## src/rtl/matrix_pkg.sv

```systemverilog
// Shared definitions for the packed matrix bus: geometry, element addressing and
// the result-streamer state encoding.
package matrix_pkg;

   localparam int unsigned MAX_DIM   = 5;
   localparam int unsigned ELEM_W    = 8;
   localparam int unsigned NUM_SLOTS = 2;
   localparam int unsigned SLOT_W    = MAX_DIM * MAX_DIM * ELEM_W;
   localparam int unsigned BUS_W     = NUM_SLOTS * SLOT_W;
   localparam int unsigned DIM_W     = 3;

   typedef enum logic [1:0] {
      IDLE,
      STREAM,
      DONE
   } stream_state_e;

   // Bit offset of element (r,c) of a slot; the row stride is always MAX_DIM.
   function automatic int unsigned elem_offset(input int unsigned slot,
                                               input int unsigned r,
                                               input int unsigned c);
      return slot * SLOT_W + (r * MAX_DIM + c) * ELEM_W;
   endfunction

   function automatic logic dim_legal(input logic [DIM_W-1:0] d);
      return (d != '0) && (d <= DIM_W'(MAX_DIM));
   endfunction

endpackage

```

## src/rtl/matrix_index_counter.sv

```systemverilog
// Row-major row/col walker over an m x n region. Load resets to (0,0) and captures
// the bounds; each enable advances one column, wrapping into the next row.
module matrix_index_counter
   import matrix_pkg::*;
(
   input  logic             i_clk,
   input  logic             i_rst_n,
   input  logic             i_load,
   input  logic             i_en,
   input  logic [DIM_W-1:0] i_m,
   input  logic [DIM_W-1:0] i_n,
   output logic [DIM_W-1:0] o_row,
   output logic [DIM_W-1:0] o_col,
   output logic             o_eol,
   output logic             o_last
);

   logic [DIM_W-1:0] r_row;
   logic [DIM_W-1:0] r_col;
   logic [DIM_W-1:0] r_m;
   logic [DIM_W-1:0] r_n;

   always_ff @(posedge i_clk or negedge i_rst_n) begin
      if (!i_rst_n) begin
         r_row <= '0;
         r_col <= '0;
         r_m   <= '0;
         r_n   <= '0;
      end else if (i_load) begin
         r_row <= '0;
         r_col <= '0;
         r_m   <= i_m;
         r_n   <= i_n;
      end else if (i_en) begin
         if (o_eol) begin
            r_col <= '0;
            r_row <= o_last ? '0 : r_row + DIM_W'(1);
         end else begin
            r_col <= r_col + DIM_W'(1);
         end
      end
   end

   // Bounds are zero after reset, so eol/last stay low until the first load.
   assign o_eol  = (r_n != '0) && (r_col == r_n - DIM_W'(1));
   assign o_last = o_eol && (r_m != '0) && (r_row == r_m - DIM_W'(1));
   assign o_row  = r_row;
   assign o_col  = r_col;

endmodule

```

## src/rtl/matrix_result_streamer.sv

```systemverilog
// Snapshots one matrix slot from the packed result bus and streams its elements
// in row-major order over valid/ready, tagged with row/col and framing flags.
module matrix_result_streamer
   import matrix_pkg::*;
(
   input  logic              i_clk,
   input  logic              i_rst_n,
   input  logic              i_start,
   input  logic              i_mat_sel,
   input  logic [DIM_W-1:0]  i_m,
   input  logic [DIM_W-1:0]  i_n,
   input  logic [BUS_W-1:0]  i_matrices_in,
   input  logic              i_src_valid,
   output logic              o_busy,
   output logic              o_out_valid,
   input  logic              i_out_ready,
   output logic [ELEM_W-1:0] o_out_data,
   output logic [DIM_W-1:0]  o_out_row,
   output logic [DIM_W-1:0]  o_out_col,
   output logic              o_out_eol,
   output logic              o_out_last,
   output logic              o_done,
   output logic              o_err
);

   stream_state_e     r_state;
   logic              r_busy;
   logic              r_valid;
   logic              r_done;
   logic              r_err;
   logic [ELEM_W-1:0] r_snap [MAX_DIM][MAX_DIM];

   logic [ELEM_W-1:0] w_sel_elem [MAX_DIM][MAX_DIM];
   logic              w_accept;
   logic              w_load;
   logic              w_adv;
   logic [DIM_W-1:0]  w_row;
   logic [DIM_W-1:0]  w_col;
   logic              w_eol;
   logic              w_last;

   for (genvar gr = 0; gr < MAX_DIM; gr++) begin : g_row
      for (genvar gc = 0; gc < MAX_DIM; gc++) begin : g_col
         assign w_sel_elem[gr][gc] = i_mat_sel
                                     ? i_matrices_in[elem_offset(1, gr, gc) +: ELEM_W]
                                     : i_matrices_in[elem_offset(0, gr, gc) +: ELEM_W];
      end
   end

   assign w_accept = i_start && i_src_valid && dim_legal(i_m) && dim_legal(i_n);
   assign w_load   = (r_state == IDLE) && w_accept;
   assign w_adv    = (r_state == STREAM) && i_out_ready;

   matrix_index_counter u_index (
      .i_clk   (i_clk),
      .i_rst_n (i_rst_n),
      .i_load  (w_load),
      .i_en    (w_adv),
      .i_m     (i_m),
      .i_n     (i_n),
      .o_row   (w_row),
      .o_col   (w_col),
      .o_eol   (w_eol),
      .o_last  (w_last)
   );

   always_ff @(posedge i_clk or negedge i_rst_n) begin
      if (!i_rst_n) begin
         r_state <= IDLE;
         r_busy  <= 1'b0;
         r_valid <= 1'b0;
         r_done  <= 1'b0;
         r_err   <= 1'b0;
         for (int r = 0; r < MAX_DIM; r++) begin
            for (int c = 0; c < MAX_DIM; c++) begin
               r_snap[r][c] <= '0;
            end
         end
      end else begin
         r_done <= 1'b0;
         r_err  <= 1'b0;
         unique case (r_state)
            IDLE: begin
               if (w_accept) begin
                  r_state <= STREAM;
                  r_busy  <= 1'b1;
                  r_valid <= 1'b1;
                  r_snap  <= w_sel_elem;
               end else if (i_start) begin
                  r_err <= 1'b1;
               end
            end
            STREAM: begin
               // Start requests are ignored here; only the handshake moves us on.
               if (i_out_ready && w_last) begin
                  r_state <= DONE;
                  r_busy  <= 1'b0;
                  r_valid <= 1'b0;
                  r_done  <= 1'b1;
               end
            end
            DONE: begin
               r_state <= IDLE;
            end
            default: begin
               r_state <= IDLE;
               r_busy  <= 1'b0;
               r_valid <= 1'b0;
            end
         endcase
      end
   end

   // Element and tags come straight from registered state; zeroed when not valid.
   assign o_out_data  = r_valid ? r_snap[w_row][w_col] : '0;
   assign o_out_row   = r_valid ? w_row : '0;
   assign o_out_col   = r_valid ? w_col : '0;
   assign o_out_eol   = r_valid && w_eol;
   assign o_out_last  = r_valid && w_last;
   assign o_out_valid = r_valid;
   assign o_busy      = r_busy;
   assign o_done      = r_done;
   assign o_err       = r_err;

endmodule

```

## config.mk

```make
export PLATFORM = sky130hd
export DESIGN_NAME = matrix_result_streamer
export DESIGN_NICKNAME = d
export VERILOG_FILES = /design/src/rtl/matrix_pkg.sv /design/src/rtl/matrix_index_counter.sv /design/src/rtl/matrix_result_streamer.sv
export SDC_FILE = /design/constraint.sdc
export NUM_CORES = 1
export LEC_CHECK = 0
export CAP_MARGIN = 20
export CORE_ASPECT_RATIO = 1.1
export CORE_MARGIN = 2
export CORE_UTILIZATION = 35
export DETAILED_ROUTE_END_ITERATION = 10
export GPL_TIMING_DRIVEN = 0
export PLACE_DENSITY_LB_ADDON = 0.15
export SLEW_MARGIN = 30
export SYNTH_ARGS = -nofsm -noshare
export SYNTH_HDL_FRONTEND = slang
export SYNTH_SLANG_ARGS = --single-unit
```

## constraint.sdc

```tcl
create_clock -name i_clk -period 2.4 [get_ports i_clk]
set_input_delay 0.72 -clock i_clk [delete_from_list [all_inputs] [get_ports i_clk]]
set_output_delay 0.72 -clock i_clk [all_outputs]
set_load 0.005 [all_outputs]
```

Yosys cells after proc, flatten, opt, wreduce, memory -nomap -nowiden
Index checks and enable logic that the tools add are counted.
- add/sub/neg operators: 4
- order comparisons: 4
- equality and inequality tests: 6
- mux-type cells: 52
- bitwise logic cells: 3
- reduce and logical (&&, ||, !) cells: 24
- operator list (operator ; count):
    $mux 8 ; 28
    $bmux 40 s3 ; 1
    $mux 40 ; 2
    $mux 3 ; 9
    $bmux 8 s3 ; 1
    $logic_and 1x1->1 ; 13
    $reduce_bool 3->1 ; 4
    $ge 4x4->1 const B ; 2
    $not 3->4 ; 2
    $mux 1 ; 7
    $add 3x1->3 const B ; 2
    $eq 3x3->1 ; 2
    $le 3x3->1 const B ; 2
    $reduce_and 2->1 ; 3
    $sub 3x1->3 const B ; 2
    $mux 2 ; 2
    $pmux 2 s2 ; 1
    $reduce_bool 2->1 ; 2
    $pmux 1 s3 ; 1
    $reduce_and 3->1 ; 1
    $eq 2x1->1 const B ; 1
    $eq 2x2->1 const B ; 1
    $logic_not 2->1 ; 1
    $ne 2x1->1 const B ; 1
    other kinds (2) ; 2
- flip-flop bits (word level): 217
- input port bits: 412
- output and inout bits: 20
- logic and storage cells: 126

Longest topological paths before layout
- word-level depth: 9
- gate-level depth with buffers: 8
- depth with buffers taken out: 8

Hierarchy
A second synthesis with hierarchy kept.
- cells, all modules: 1197
- area total of the unflattened synthesis: 11906.4 um^2
- by module, submodules not included (module ; instances ; cells an instance ; area an instance (um^2) ; seq. area each (um^2)):
    matrix_result_streamer ; 1 ; 1127 ; 11197.0 ; 5129.9
    matrix_index_counter ; 1 ; 70 ; 709.4 ; 300.3

Least setup slack after synthesis
OpenSTA, ideal clock, no wires.
- kind: register -> output
- start point: reg u_index.r_n[0]
- end point: out o_out_last
- arrival: 1.562 ns
- setup slack: 0.118 ns
- stages on the path, launching flop included: 9
- cell sequence: dfrtp_1 > inv_1 > ha_1 > ha_1 > xor2_1 > and4b_1 > and2_1 > inv_1 > nor2_1
- word-level cells in the longest chain between the ends: 6
- elaborated cells between the ends (all ways): 7
- those cells by class: add/sub: 1; eq/ne: 1; reduce/logical: 5
- RTL lines (item ; RTL line ; source):
    start, declared ; matrix_index_counter.sv:21 ; logic [DIM_W-1:0] r_n;
    start signal, assigned ; matrix_index_counter.sv:33 ; r_n <= i_n;
    $sub 3x1->3 ; matrix_index_counter.sv:45 ; assign o_eol = (r_n != '0) && (r_col == r_n - DIM_W'(1));
    $eq 3x3->1 ; matrix_index_counter.sv:45 ;
    $logic_and 1x1->1 (*) ; matrix_index_counter.sv:45 ;
    $logic_and 1x1->1 (*) (2 in series) ; matrix_index_counter.sv:46 ; assign o_last = o_eol && (r_m != '0) && (r_row == r_m - DIM_W'(1));
    $logic_and 1x1->1 (*) ; matrix_result_streamer.sv:119 ; assign o_out_last = r_valid && w_last;
    end, declared ; matrix_result_streamer.sv:21 ; output logic o_out_last,
Mark *: on every way between the ends. The rest lies on a longest branch, timed or not.

Final worst setup path
- start point: reg u_index.r_row[0], in the netlist u_index.o_row[0]
- end point: out o_out_data[4]
- word-level cells in the longest chain between the ends: 8
- RTL lines (item ; RTL line ; source):
    start, declared ; matrix_index_counter.sv:18 ; logic [DIM_W-1:0] r_row;
    start signal, assigned ; matrix_index_counter.sv:37 ; r_row <= o_last ? '0 : r_row + DIM_W'(1);
    $not 3->4 (not written as such) ; matrix_result_streamer.sv:115 ; assign o_out_data = r_valid ? r_snap[w_row][w_col] : '0;
    $bmux 40 s3 ; matrix_result_streamer.sv:115 ;
    $mux 40 (not written as such) (2 in series) ; matrix_result_streamer.sv:115 ;
    $bmux 8 s3 ; matrix_result_streamer.sv:115 ;
    $mux 8 (not written as such) (2 in series) ; matrix_result_streamer.sv:115 ;
    $mux 8 ; matrix_result_streamer.sv:115 ;
    end, declared ; matrix_result_streamer.sv:17 ; output logic [ELEM_W-1:0] o_out_data,
Every way passes these cells. The select of a mux whose other input is x is not followed.

==> reports/results.tsv <==
stage	metric	value	unit
synthesis	syn-num-nets	1618	
placed_design	io_buffers	430	
timing	max_freq	321	MHz
power	ir_worst_vdd	0.000443	V
worst_setup_path	rrSetupSlack	200	ps
synthesis	syn-mean-instance-area	9.86	µm²
worst_setup_path	cpMaxStageDelayCell	dfrtp_2	
cells_and_area	fillers	3049	
route	num_vias	11262	
global_routing	grt-ovfl-total	0	
cells_and_area	final_core_util	0.556	
worst_setup_path	arrival	2400	ps
worst_setup_path	cp.required	1680	ps
synthesis	synthFlopType	dfrtp_1	
timing	slew_viol_final	0	
run_status	status	finished with violations	
worst_setup_path	critPathCaptureType	output pin	
clock_network	h-tree-depth	1	
global_routing	grt_pass1_wl	67.8	mm
synthesis	yosysSeqAreaShare	0.459	
timing	period_share	1.30	
timing	rsz0062_at_grt	yes	
placed_design	place_congestion	0.867	
clock_network	cts_buffer_depth	3	
route	vias_per_cell	5.22	
floorplan	dieHeight	197	µm
timing	worst_slack	-717	ps
route	ant_nets	0	
route	drc	0	
worst_setup_path	cp_cell_sequence	buf_12 -> mux4_2 -> a22oi_2 -> nand4_1 -> buf_2	
synthesis	synth_edf_count	0	
clock_network	tritoncts	yes	
route	finalWirelength	46.6	mm
worst_setup_path	startpoint	u_index.o_row[0]	
worst_hold_path	holdCritPathClass	primary input to async pin	
route	drt_iter0_markers	691	
global_routing	first_global_vias	11732	
clock_network	cts_num_sinks	217	
worst_setup_path	r2r_end	u_index.o_row[2]	
global_routing	grt_max_degree	87	
cells_and_area	layout-drive-gt1-share	0.145	
cells_and_area	finalNetCount	2126	
power	pwr_density_cell	490	nW/µm²
run	cap_violations	0	
placed_design	pre_cts_slack	-942	ps
synthesis	syn_inst	1200	
clock_network	hold_buffers	0	
timing	skew	8.40	ps
synthesis	synth_cell_type_count	43	
timing	hold_viol_final	0	
floorplan	initial_utilization	0.356	
timing	period_minus_slack	3120	ps
worst_setup_path	cp-start-kind	flop	
synthesis	yosys_register_bits	217	
power	p_leak	8.02	nW
cells_and_area	register_area	5440	µm²
timing	setup_violations	13	
worst_setup_path	r2r_cells	9	
clock_network	path_clk_slew	60	ps
global_routing	grtUsageTotal	0.257	
floorplan	core	33300	µm²
worst_setup_path	rr_startpoint	u_index.r_n[0]	
worst_setup_path	crit_path_max_fanout	7	
clock_network	cts_root_buffer	clkbuf_16	
route	drtPass1Iterations	5	
worst_setup_path	cp-endpoint	o_out_data[4]	
worst_setup_path	cpPeakStageDelay	540	ps
floorplan	die_area	35300	µm²
synthesis	ys_async_sr_fraction	1.00	
timing	max-slew-margin-rel	0.348	
clock_network	clock_latency	520	ps
synthesis	yosysWarnings	0	
cells_and_area	area_delta_synth_final	56.4	%
route	post_drt_wl_per_cell	21.6	µm
placed_design	dp_hpwl	36.3	mm
global_routing	antenna_found_initial	2	
synthesis	synth.cell_area	11800	µm²
clock_network	cts_buffers	25	
run_status	violations	setup timing	
timing	tightest_slew	977	ps
floorplan	ioPinCount	432	
cells_and_area	multi_input_area	6300	µm²
worst_setup_path	path_class	flop to output pin	
floorplan	rows	70	
floorplan	die_w	179	µm
-- metrics by stage --
step                power (mW)  area (µm²)  instances  TNS [ps]  hold WS, ps
detailed placement        5.39       16800       2065   -146620          469
global placement          5.35       16700       2062  -2007280          457
floorplan                 4.28       11800       1200         0          424
finish                    9.07       18500       2156     -6470          122
global route              9.35       18500       2156     -7040          158
CTS                       9.04       18400       2150     -6730          140
-- layer usage --
layer | track usage | share of wire | wire length [µm]
met2 | 0.453 | 0.51 | 23700
met1 | 0.315 | 0.39 | 18100
met5 | 0 | 0.00028 | 13
met4 | 0.0789 | 0.029 | 1360
met3 | 0.0505 | 0.074 | 3430
-- critical path: cells and delay by family, from the launching register on --
family / cells / cell delay (ps)
AO/OA/AOI/OAI: 1 / 320
buffers and inverters: 2 / 350
flip-flops: 1 / 540
multiplexers: 1 / 530
AND/OR/NAND/NOR: 1 / 140
-- area by class of cell --
class,instances,area share
inverters,10,0.00216
diodes,1,0.000135
plain buffers,88,0.0327
multi-input cells,880,0.340
repair buffers,486,0.261
clock inverters,5,0.00304
well taps,432,0.0292
clock buffers,37,0.0373
flip-flops and latches,217,0.294
-- worst min path at each step --
stage / from / endpoint / slack (ps) / cells past startpoint
2_1_floorplan: i_rst_n / o_done / 420 / 0
3_3_place_gp: r_snap[76] / r_snap[76] / 460 / 2
3_5_place_dp: r_snap[71] / r_snap[71] / 470 / 2
4_1_cts: i_rst_n / r_snap[188] / 140 / 1
5_1_grt: i_rst_n / r_snap[188] / 160 / 1
6_report: i_rst_n / r_snap[184] / 120 / 1
-- where the power goes --
group	total (mW)	switching [mW]	internal, mW
logic	1.77	0.759	1.01
clock network	3.60	1.52	2.09
registers	3.70	0.0185	3.68
total	9.07	2.30	6.78
-- cell usage in the layout, fill, tap and decap left out, types with 15 or more instances in the layout --
| cell type | instances |
|---|---|
| a211oi_1 | 15 |
| buf_2 | 31 |
| buf_4 | 45 |
| clkbuf_1 | 44 |
| clkbuf_16 | 27 |
| clkdlybuf4s50_1 | 412 |
| dfrtp_1 | 212 |
| mux2i_1 | 241 |
| mux2i_2 | 16 |
| nand2_1 | 208 |
| nor2_1 | 35 |
| o21ai_0 | 217 |
-- kinds of logic (layout without fill, tap and decap cells) --
logic type	after synthesis	in the layout	share of synthesized area
compound gates	280	280	0.128
xor+xnor	6	6	0.00571
fa+ha+maj	6	6	0.00634
buf+inv	103	626	0.0389
flops	217	217	0.459
mux	280	280	0.250
other cells	0	1	0
simple gates	308	308	0.112
-- sequential cells by signal, summed over array words and instances (netlist names) --
register	cells
r_state	2
u_index.o_row	3
o_out_valid	1
o_err	1
u_index.r_n	3
u_index.r_m	3
r_snap	200
u_index.o_col	3
o_done	1
-- repair_timing --
item | CTS | global route
buffers inserted | 41 | 11
resized for setup | 186 | 50
endpoints found under the setup margin | 224 | 37
pin swaps | 20 | 10
cloned | 3 | 1
-- cells in the mapped netlist, types with 3 or more instances --
cell | instances | share of area
mux2i_1 | 262 | 0.22
nand2_1 | 208 | 0.066
dfrtp_1 | 217 | 0.46
o21ai_0 | 227 | 0.096
a22oi_1 | 8 | 0.0051
ha_1 | 6 | 0.0063
o211ai_1 | 3 | 0.0019
nand4_1 | 10 | 0.0053
a21oi_1 | 8 | 0.0034
nor3_1 | 4 | 0.0017
mux4_2 | 12 | 0.023
buf_2 | 38 | 0.016
xor2_1 | 3 | 0.0022
mux2_2 | 6 | 0.0057
inv_1 | 9 | 0.0029
nand2b_1 | 13 | 0.0069
clkbuf_1 | 47 | 0.015
a211oi_1 | 16 | 0.010
buf_4 | 3 | 0.0019
and2b_1 | 3 | 0.0019
buf_1 | 3 | 0.00095
nor2b_1 | 6 | 0.0032
o22ai_1 | 14 | 0.0074
nor2_1 | 38 | 0.012
and2_1 | 7 | 0.0037
nand3_1 | 7 | 0.0030
Power figures use the tool's default switching activity.
